$ cat src/rtl/ins_fetch_unit.sv
// ---------------------------------------------------------------------------
// ins_fetch_unit
//
// Instruction-byte fetch unit for the 8051 core. Owns the program counter,
// issues byte reads to the synchronous program ROM and buffers the returned
// bytes in a small prefetch queue. The decoder pops bytes one at a time over
// a valid/ready handshake; opcode and operand bytes are not distinguished.
// A PC load from the execute stage flushes the queue and redirects fetch.
//
// Configuration macro:
//   INS_PREFETCH_EN  defined   -> two-entry queue, a pop in the same cycle
//                                 frees a slot for a new read (1 byte/cycle)
//                    undefined -> one-entry queue, a read is issued only when
//                                 the queue is empty and nothing is in flight
//
// Parameters:
//   RESET_PC        first byte address fetched after reset
//
// Ports:
//   clk             core clock, rising edge
//   rst             asynchronous active-high reset
//   rom_rd          ROM read strobe, one byte per cycle it is high
//   rom_addr        ROM byte address (meaningful while rom_rd=1)
//   rom_data        ROM read data, valid the cycle after rom_rd
//   instruction     byte at the head of the queue
//   ins_pc          ROM address of instruction
//   ins_valid       head entry present
//   ins_ready       decoder accepts the head byte
//   pc_load         one-cycle redirect request
//   pc_load_value   new fetch address
// ---------------------------------------------------------------------------
module ins_fetch_unit #(
  parameter logic [15:0] RESET_PC = 16'h0000
) (
  input  logic        clk,
  input  logic        rst,
  output logic        rom_rd,
  output logic [15:0] rom_addr,
  input  logic [7:0]  rom_data,
  output logic [7:0]  instruction,
  output logic [15:0] ins_pc,
  output logic        ins_valid,
  input  logic        ins_ready,
  input  logic        pc_load,
  input  logic [15:0] pc_load_value
);

`ifdef INS_PREFETCH_EN
  localparam int DEPTH = 2;
`else
  localparam int DEPTH = 1;
`endif

  typedef enum logic {
    S_BOOT = 1'b0,
    S_RUN  = 1'b1
  } state_t;

  state_t      state;
  state_t      state_next;

  logic [15:0] pc;
  logic [15:0] issue_addr;
  logic [7:0]  q_byte [DEPTH];
  logic [15:0] q_addr [DEPTH];
  logic [1:0]  count;
  logic        inflight;
  logic        drop;

  logic        pop;
  logic        push;
  logic        issue;
  logic        room;
  logic [1:0]  wr_idx;

  // A pop in a redirect cycle is ignored: the queue is being flushed anyway,
  // so the decoder must not see its byte as consumed.
  assign pop  = ins_valid & ins_ready & ~pc_load;

  // The ROM answers one cycle after the strobe. A redirect in the return
  // cycle, or a return belonging to a read issued before a redirect, is
  // discarded instead of written.
  assign push = inflight & ~drop & ~pc_load;

  // After a pop the surviving entries move down one slot, so a new byte
  // lands right behind whatever is left.
  assign wr_idx = count - {1'b0, pop};

  assign ins_valid   = (count != 2'd0);
  assign instruction = q_byte[0];
  assign ins_pc      = q_addr[0];
  assign rom_addr    = pc;
  assign rom_rd      = issue;

`ifdef INS_PREFETCH_EN
  // Space check counts the byte still on its way back from the ROM and
  // credits a pop happening this cycle, which is what lets the queue stream
  // one byte per cycle while never overflowing.
  logic [2:0] occupancy;
  assign occupancy = {1'b0, count} + {2'b00, inflight} - {2'b00, pop};
  assign room      = (occupancy < 3'(DEPTH));
`else
  // Single-entry mode: strictly one outstanding byte at a time.
  assign room      = (count == 2'd0) & ~inflight;
`endif

  // FSM state register. S_BOOT gives one quiet cycle after reset release so
  // the ROM is never strobed in the same cycle reset drops.
  always_ff @(posedge clk or posedge rst) begin
    if (rst) begin
      state <= S_BOOT;
    end else begin
      state <= state_next;
    end
  end

  // Next-state and read-issue decode. Reads are only issued in S_RUN and
  // never in a redirect cycle, since pc still holds the old stream address.
  always_comb begin
    state_next = state;
    issue      = 1'b0;
    case (state)
      S_BOOT: begin
        state_next = S_RUN;
      end
      S_RUN: begin
        issue = ~pc_load & room;
      end
      default: begin
        state_next = S_BOOT;
      end
    endcase
  end

  // Program counter, in-flight tracking and queue occupancy. A redirect
  // wins over everything: it empties the queue, cancels tracking of the
  // current read and marks any read still outstanding for discard.
  always_ff @(posedge clk or posedge rst) begin
    if (rst) begin
      pc         <= RESET_PC;
      issue_addr <= RESET_PC;
      count      <= 2'd0;
      inflight   <= 1'b0;
      drop       <= 1'b0;
    end else if (pc_load) begin
      pc       <= pc_load_value;
      count    <= 2'd0;
      inflight <= 1'b0;
      drop     <= inflight;
    end else begin
      if (issue) begin
        pc         <= pc + 16'd1;
        issue_addr <= pc;
      end
      inflight <= issue;
      drop     <= 1'b0;
      case ({push, pop})
        2'b10:   count <= count + 2'd1;
        2'b01:   count <= count - 2'd1;
        default: count <= count;
      endcase
    end
  end

  // Queue storage, head always at index 0. On a pop everything shifts down;
  // a returning byte is then written at the first free slot, overriding the
  // shift for that slot when both happen together.
  always_ff @(posedge clk or posedge rst) begin
    if (rst) begin
      for (int i = 0; i < DEPTH; i++) begin
        q_byte[i] <= 8'h00;
        q_addr[i] <= RESET_PC;
      end
    end else if (!pc_load) begin
      for (int i = 0; i < DEPTH; i++) begin
        if (pop && (i < DEPTH - 1)) begin
          q_byte[i] <= q_byte[(i + 1) % DEPTH];
          q_addr[i] <= q_addr[(i + 1) % DEPTH];
        end
        if (push && (int'(wr_idx) == i)) begin
          q_byte[i] <= rom_data;
          q_addr[i] <= issue_addr;
        end
      end
    end
  end

endmodule
$ cat config.mk
export PLATFORM = sky130hd
export DESIGN_NAME = ins_fetch_unit
export DESIGN_NICKNAME = d
export VERILOG_FILES = /design/src/rtl/ins_fetch_unit.sv
export SDC_FILE = /design/constraint.sdc
export NUM_CORES = 1
export LEC_CHECK = 0
export ABC_AREA = 1
export BUFFER_PORTS_ARGS = -buffer_cell sky130_fd_sc_hd__buf_2
export CAP_MARGIN = 20
export CORE_MARGIN = 1.5
export CORE_UTILIZATION = 54
export DETAILED_ROUTE_END_ITERATION = 10
export PLACE_DENSITY_LB_ADDON = 0.2
export SYNTH_ARGS = -nofsm -noshare
export SYNTH_HDL_FRONTEND = slang
export SYNTH_SLANG_ARGS = --single-unit
export TNS_END_PERCENT = 50
$ cat constraint.sdc
create_clock -name clk -period 1.9 [get_ports clk]
set_input_delay 0 -clock clk [delete_from_list [all_inputs] [get_ports clk]]
set_output_delay 0 -clock clk [all_outputs]
set_load 0.005 [all_outputs]
==> metrics.txt <==
# TYPE chip_impl_metric gauge
chip_impl_metric{name="first_global_vias",unit=""} 2460
chip_impl_metric{name="grt_first_pass_wirelength",unit="um"} 11400
chip_impl_metric{name="detailedRoute.firstPassIterationCount",unit=""} 4
chip_impl_metric{name="floorplan.core_area",unit="um2"} 5440
chip_impl_metric{name="max_clock_freq",unit="MHz"} 635
chip_impl_metric{name="finalHoldViolCount",unit=""} 0
chip_impl_metric{name="syn-cell-area",unit="um2"} 3020
chip_impl_metric{name="reg2regPathDepth",unit=""} 8
chip_impl_metric{name="cts.reportedPaths.clkPinSlew",unit="ps"} 70
chip_impl_metric{name="boundaryPins",unit=""} 70
chip_impl_metric{name="grt_max_degree",unit=""} 49
chip_impl_metric{name="synth_sequential_area_ratio",unit="%"} 50.6
chip_impl_metric{name="initial_antenna_violation_count",unit=""} 0
chip_impl_metric{name="timing.setup.tns",unit="ps"} 0
chip_impl_metric{name="drc",unit=""} 0
chip_impl_metric{name="worst_ep_arrival_time",unit="ps"} 1780
chip_impl_metric{name="cts-buffers-inserted",unit=""} 9
chip_impl_metric{name="drt-initial-drc-count",unit=""} 97
chip_impl_metric{name="grt.total_usage",unit="%"} 24.3
chip_impl_info{name="cp-start-kind",value="register"} 1
chip_impl_metric{name="clkLatencyLatePin",unit="ps"} 330
chip_impl_metric{name="p_total",unit="mW"} 5.08
chip_impl_metric{name="maximum_net_fanout_on_the_critical_path",unit=""} 5
chip_impl_info{name="cells_taking_the_most_area_after_synthesis",value="sky130_fd_sc_hd__dfrtp_1, sky130_fd_sc_hd__nand2_1, sky130_fd_sc_hd__inv_1"} 1
chip_impl_info{name="unrepaired_setup_endpoints_after_global_routing",value="false"} 1
chip_impl_metric{name="fp.dieW",unit="um"} 77.7
chip_impl_metric{name="timing.critical_path.slowest_cell_delay",unit="ps"} 420
chip_impl_metric{name="cts_max_level",unit=""} 3
chip_impl_metric{name="period_needed",unit="ps"} 1570
chip_impl_info{name="crit_path_frequent_cell",value="sky130_fd_sc_hd__nand2_1"} 1
chip_impl_metric{name="yosys_register_bits",unit=""} 61
chip_impl_info{name="holdCritPathClass",value="input pin to register"} 1
chip_impl_metric{name="cts.sinks",unit=""} 61
chip_impl_metric{name="hpwl",unit="um"} 4310
chip_impl_metric{name="cts-root-to-sink-buffers",unit=""} 2
chip_impl_metric{name="grt.overflow.total",unit=""} 0
chip_impl_metric{name="power.density_cell_area",unit="nW/um2"} 1310
chip_impl_metric{name="skew",unit="ps"} 9.89
chip_impl_metric{name="ys_types",unit=""} 27
chip_impl_metric{name="synth_cells",unit=""} 359
chip_impl_metric{name="synth_top_area_share",unit="%"} 50.6
chip_impl_metric{name="cap_violations",unit=""} 0
chip_impl_metric{name="wl_per_cell",unit="um"} 12.5
chip_impl_metric{name="starting_utilization_of_the_core_area",unit="%"} 55.5
chip_impl_info{name="outcome",value="finished clean"} 1
chip_impl_info{name="critical_path.reg2reg.endpoint",value="rom_addr[14]$_DFFE_PP0P_"} 1
chip_impl_metric{name="postRouteAntennaNets",unit=""} 0
chip_impl_metric{name="fin_hold_ws",unit="ps"} 88.1
chip_impl_metric{name="area_delta_synth_final",unit="%"} 28.6
chip_impl_metric{name="dr_total_vias",unit=""} 2565
chip_impl_metric{name="postCtsSetupBuffers",unit=""} 0
chip_impl_metric{name="finalWeightedCongestion",unit=""} 0.870
chip_impl_metric{name="ir_worst_vdd",unit="mV"} 0.806
chip_impl_info{name="crit_path_start",value="rom_addr[0]$_DFFE_PP0P_"} 1
chip_impl_metric{name="avgViaCountPerCell",unit=""} 4.83
chip_impl_metric{name="syn-num-nets",unit=""} 388
chip_impl_metric{name="finalSetupViolCount",unit=""} 0
chip_impl_info{name="netlist.top_cell.by_area",value="sky130_fd_sc_hd__dfrtp_1"} 1
chip_impl_info{name="clock-root-buffer",value="sky130_fd_sc_hd__clkbuf_8"} 1
chip_impl_info{name="cell_by_cell_trace_of_the_critical_path",value="ha_1 -> nand2_1 -> nor2_1 -> nand2_1 -> nor2_1 -> nand2_1 -> nand2_1 -> nand3_1"} 1
chip_impl_metric{name="reg2reg_setup_slack",unit="ps"} 330
chip_impl_info{name="tritoncts",value="built"} 1
chip_impl_info{name="critical_path.slowest_cell",value="sky130_fd_sc_hd__dfrtp_1"} 1
chip_impl_metric{name="chipHeight",unit="um"} 77.7
chip_impl_metric{name="placed_cell_area",unit="um2"} 3400
chip_impl_metric{name="final_min_period_over_clock_period",unit="%"} 82.9
chip_impl_metric{name="post_route_wl",unit="um"} 6630
chip_impl_metric{name="diodes",unit=""} 0
chip_impl_metric{name="fin_nets",unit=""} 483
chip_impl_metric{name="cp_data_required_time",unit="ps"} 2110
chip_impl_metric{name="yosys_warnings",unit=""} 0
chip_impl_metric{name="io_buffers",unit=""} 69
chip_impl_metric{name="floorplan.die_area",unit="um2"} 6040
chip_impl_info{name="timing.rr.start",value="rom_addr[0]$_DFFE_PP0P_"} 1
chip_impl_metric{name="placement_rows",unit=""} 27
chip_impl_info{name="timing.setup.critical_path_class",value="register to register"} 1
chip_impl_metric{name="power_leakage",unit="nW"} 2.06
chip_impl_metric{name="final-max-slew-violation-count",unit=""} 0
chip_impl_metric{name="finalInstanceArea",unit="um2"} 3880
chip_impl_metric{name="syn_avg_cell_area",unit="um2"} 8.40
chip_impl_info{name="critPathCaptureType",value="register"} 1
chip_impl_info{name="worstSetupEndpoint",value="rom_addr[14]$_DFFE_PP0P_"} 1
chip_impl_metric{name="post_route_cells_drive_above_1_share",unit="%"} 29.0
[metrics by stage]
step / std cells / setup WS, ps / util, %
finish: 531 / 326 / 71.3
floorplan: 359 / 387 / -
CTS: 531 / 348 / 71.3
global route: 531 / 153 / 71.3
detailed placement: 490 / 388 / 62.6
global placement: 490 / 410 / 62.6
[layer usage]
metal | global-route usage (%) | share of wire, % | vias up
met3 | 4.12 | 4.0 | 8
met1 | 32.5 | 47 | 1174
li1 | - | - | 1308
met5 | 0 | 0 | -
met2 | 39.0 | 48 | 75
met4 | 10.4 | 1.5 | 0
[critical path: cells and delay by family, from the launching register on]
| kind | cells | cell delay (ps) |
|---|---|---|
| AND/OR/NAND/NOR | 7 | 840 |
| adder cells (fa/ha/maj) | 1 | 190 |
| flip-flops | 1 | 420 |
[worst min path at each step]
stage                                         end              from  cells after the start
after floorplan           rom_addr[0]$_DFFE_PP0P_  pc_load_value[0]                      2
after global placement     ins_pc[10]$_DFFE_PP0P_               rst                      2
after detailed placement   ins_pc[10]$_DFFE_PP0P_               rst                      2
after CTS                          drop$_DFF_PP0_           pc_load                      3
after global routing               drop$_DFF_PP0_           pc_load                      3
final                              drop$_DFF_PP0_           pc_load                      3
[area by class of cell]
class	count	area, um2
Clock buffer	12	155
Fill cell	454	1560
Tap cell	72	90.1
Timing Repair Buffer	97	656
Clock inverter	4	70.1
Sequential cell	61	1530
Multi-Input combinational cell	222	1140
Inverter	63	236
[what timing repair did]
item,in CTS,in global routing
resized for setup,0,0
hold buffers,25,0
hold endpoints to repair,45,0
[cells by family after synthesis]
| logic type | Yosys count | share of synthesized area [%] |
|---|---|---|
| fa+ha+maj | 1 | 0.415 |
| flops | 61 | 50.6 |
| simple gates | 157 | 23.1 |
| other cells | 1 | 0.124 |
| compound gates | 60 | 13.1 |
| xor+xnor | 3 | 0.871 |
| buf+inv | 76 | 11.7 |
[flip-flops by register name (all words and copies together), names as in the netlist]
register / count
count: 2
drop: 1
inflight: 1
ins_pc: 16
instruction: 8
issue_addr: 16
rom_addr: 16
state: 1
[cell usage in the layout, fill, tap and decap left out, types with 2 or more instances in the layout]
cell / instances
sky130_fd_sc_hd__a21oi_1: 2
sky130_fd_sc_hd__buf_12: 3
sky130_fd_sc_hd__buf_2: 69
sky130_fd_sc_hd__bufinv_16: 2
sky130_fd_sc_hd__clkbuf_8: 11
sky130_fd_sc_hd__clkinv_2: 2
sky130_fd_sc_hd__dfrtp_1: 61
sky130_fd_sc_hd__dlygate4sd3_1: 25
sky130_fd_sc_hd__inv_1: 60
sky130_fd_sc_hd__inv_2: 3
sky130_fd_sc_hd__nand2_1: 88
sky130_fd_sc_hd__nand2_2: 16
sky130_fd_sc_hd__nand3_1: 25
sky130_fd_sc_hd__nand4_1: 4
sky130_fd_sc_hd__nor2_1: 18
sky130_fd_sc_hd__nor2_2: 2
sky130_fd_sc_hd__o211ai_1: 4
sky130_fd_sc_hd__o21ai_0: 17
sky130_fd_sc_hd__o21ai_1: 15
sky130_fd_sc_hd__o21ai_2: 20
sky130_fd_sc_hd__xor2_1: 3
[synth_stat cells]
cell type / count
sky130_fd_sc_hd__inv_1: 61
sky130_fd_sc_hd__nand2_2: 16
sky130_fd_sc_hd__nand3_2: 1
sky130_fd_sc_hd__buf_6: 3
sky130_fd_sc_hd__nand3_1: 25
sky130_fd_sc_hd__nand4_1: 4
sky130_fd_sc_hd__nor2_2: 2
sky130_fd_sc_hd__nand2_1: 88
sky130_fd_sc_hd__or2_2: 1
sky130_fd_sc_hd__nor3_1: 1
sky130_fd_sc_hd__clkbuf_1: 2
sky130_fd_sc_hd__buf_2: 4
sky130_fd_sc_hd__o21ai_2: 21
sky130_fd_sc_hd__inv_2: 2
sky130_fd_sc_hd__ha_1: 1
sky130_fd_sc_hd__conb_1: 1
sky130_fd_sc_hd__nor3_4: 1
sky130_fd_sc_hd__o21ai_1: 15
sky130_fd_sc_hd__a21oi_1: 2
sky130_fd_sc_hd__buf_12: 2
sky130_fd_sc_hd__o21ai_0: 17
sky130_fd_sc_hd__nor2_1: 18
sky130_fd_sc_hd__o211ai_1: 4
sky130_fd_sc_hd__xor2_1: 3
sky130_fd_sc_hd__o211ai_2: 1
sky130_fd_sc_hd__dfrtp_1: 61
sky130_fd_sc_hd__buf_4: 2
[power breakdown]
| group | leakage, nW | internal, mW | switching (mW) | total, mW |
|---|---|---|---|---|
| Sequential | 0.763 | 1.79 | 0.342 | 2.13 |
| Clock | 0.116 | 0.807 | 0.487 | 1.29 |
| Combinational | 1.18 | 0.729 | 0.921 | 1.65 |
| Total | 2.06 | 3.33 | 1.75 | 5.08 |
No activity file was read; power rests on OpenSTA's default activity.
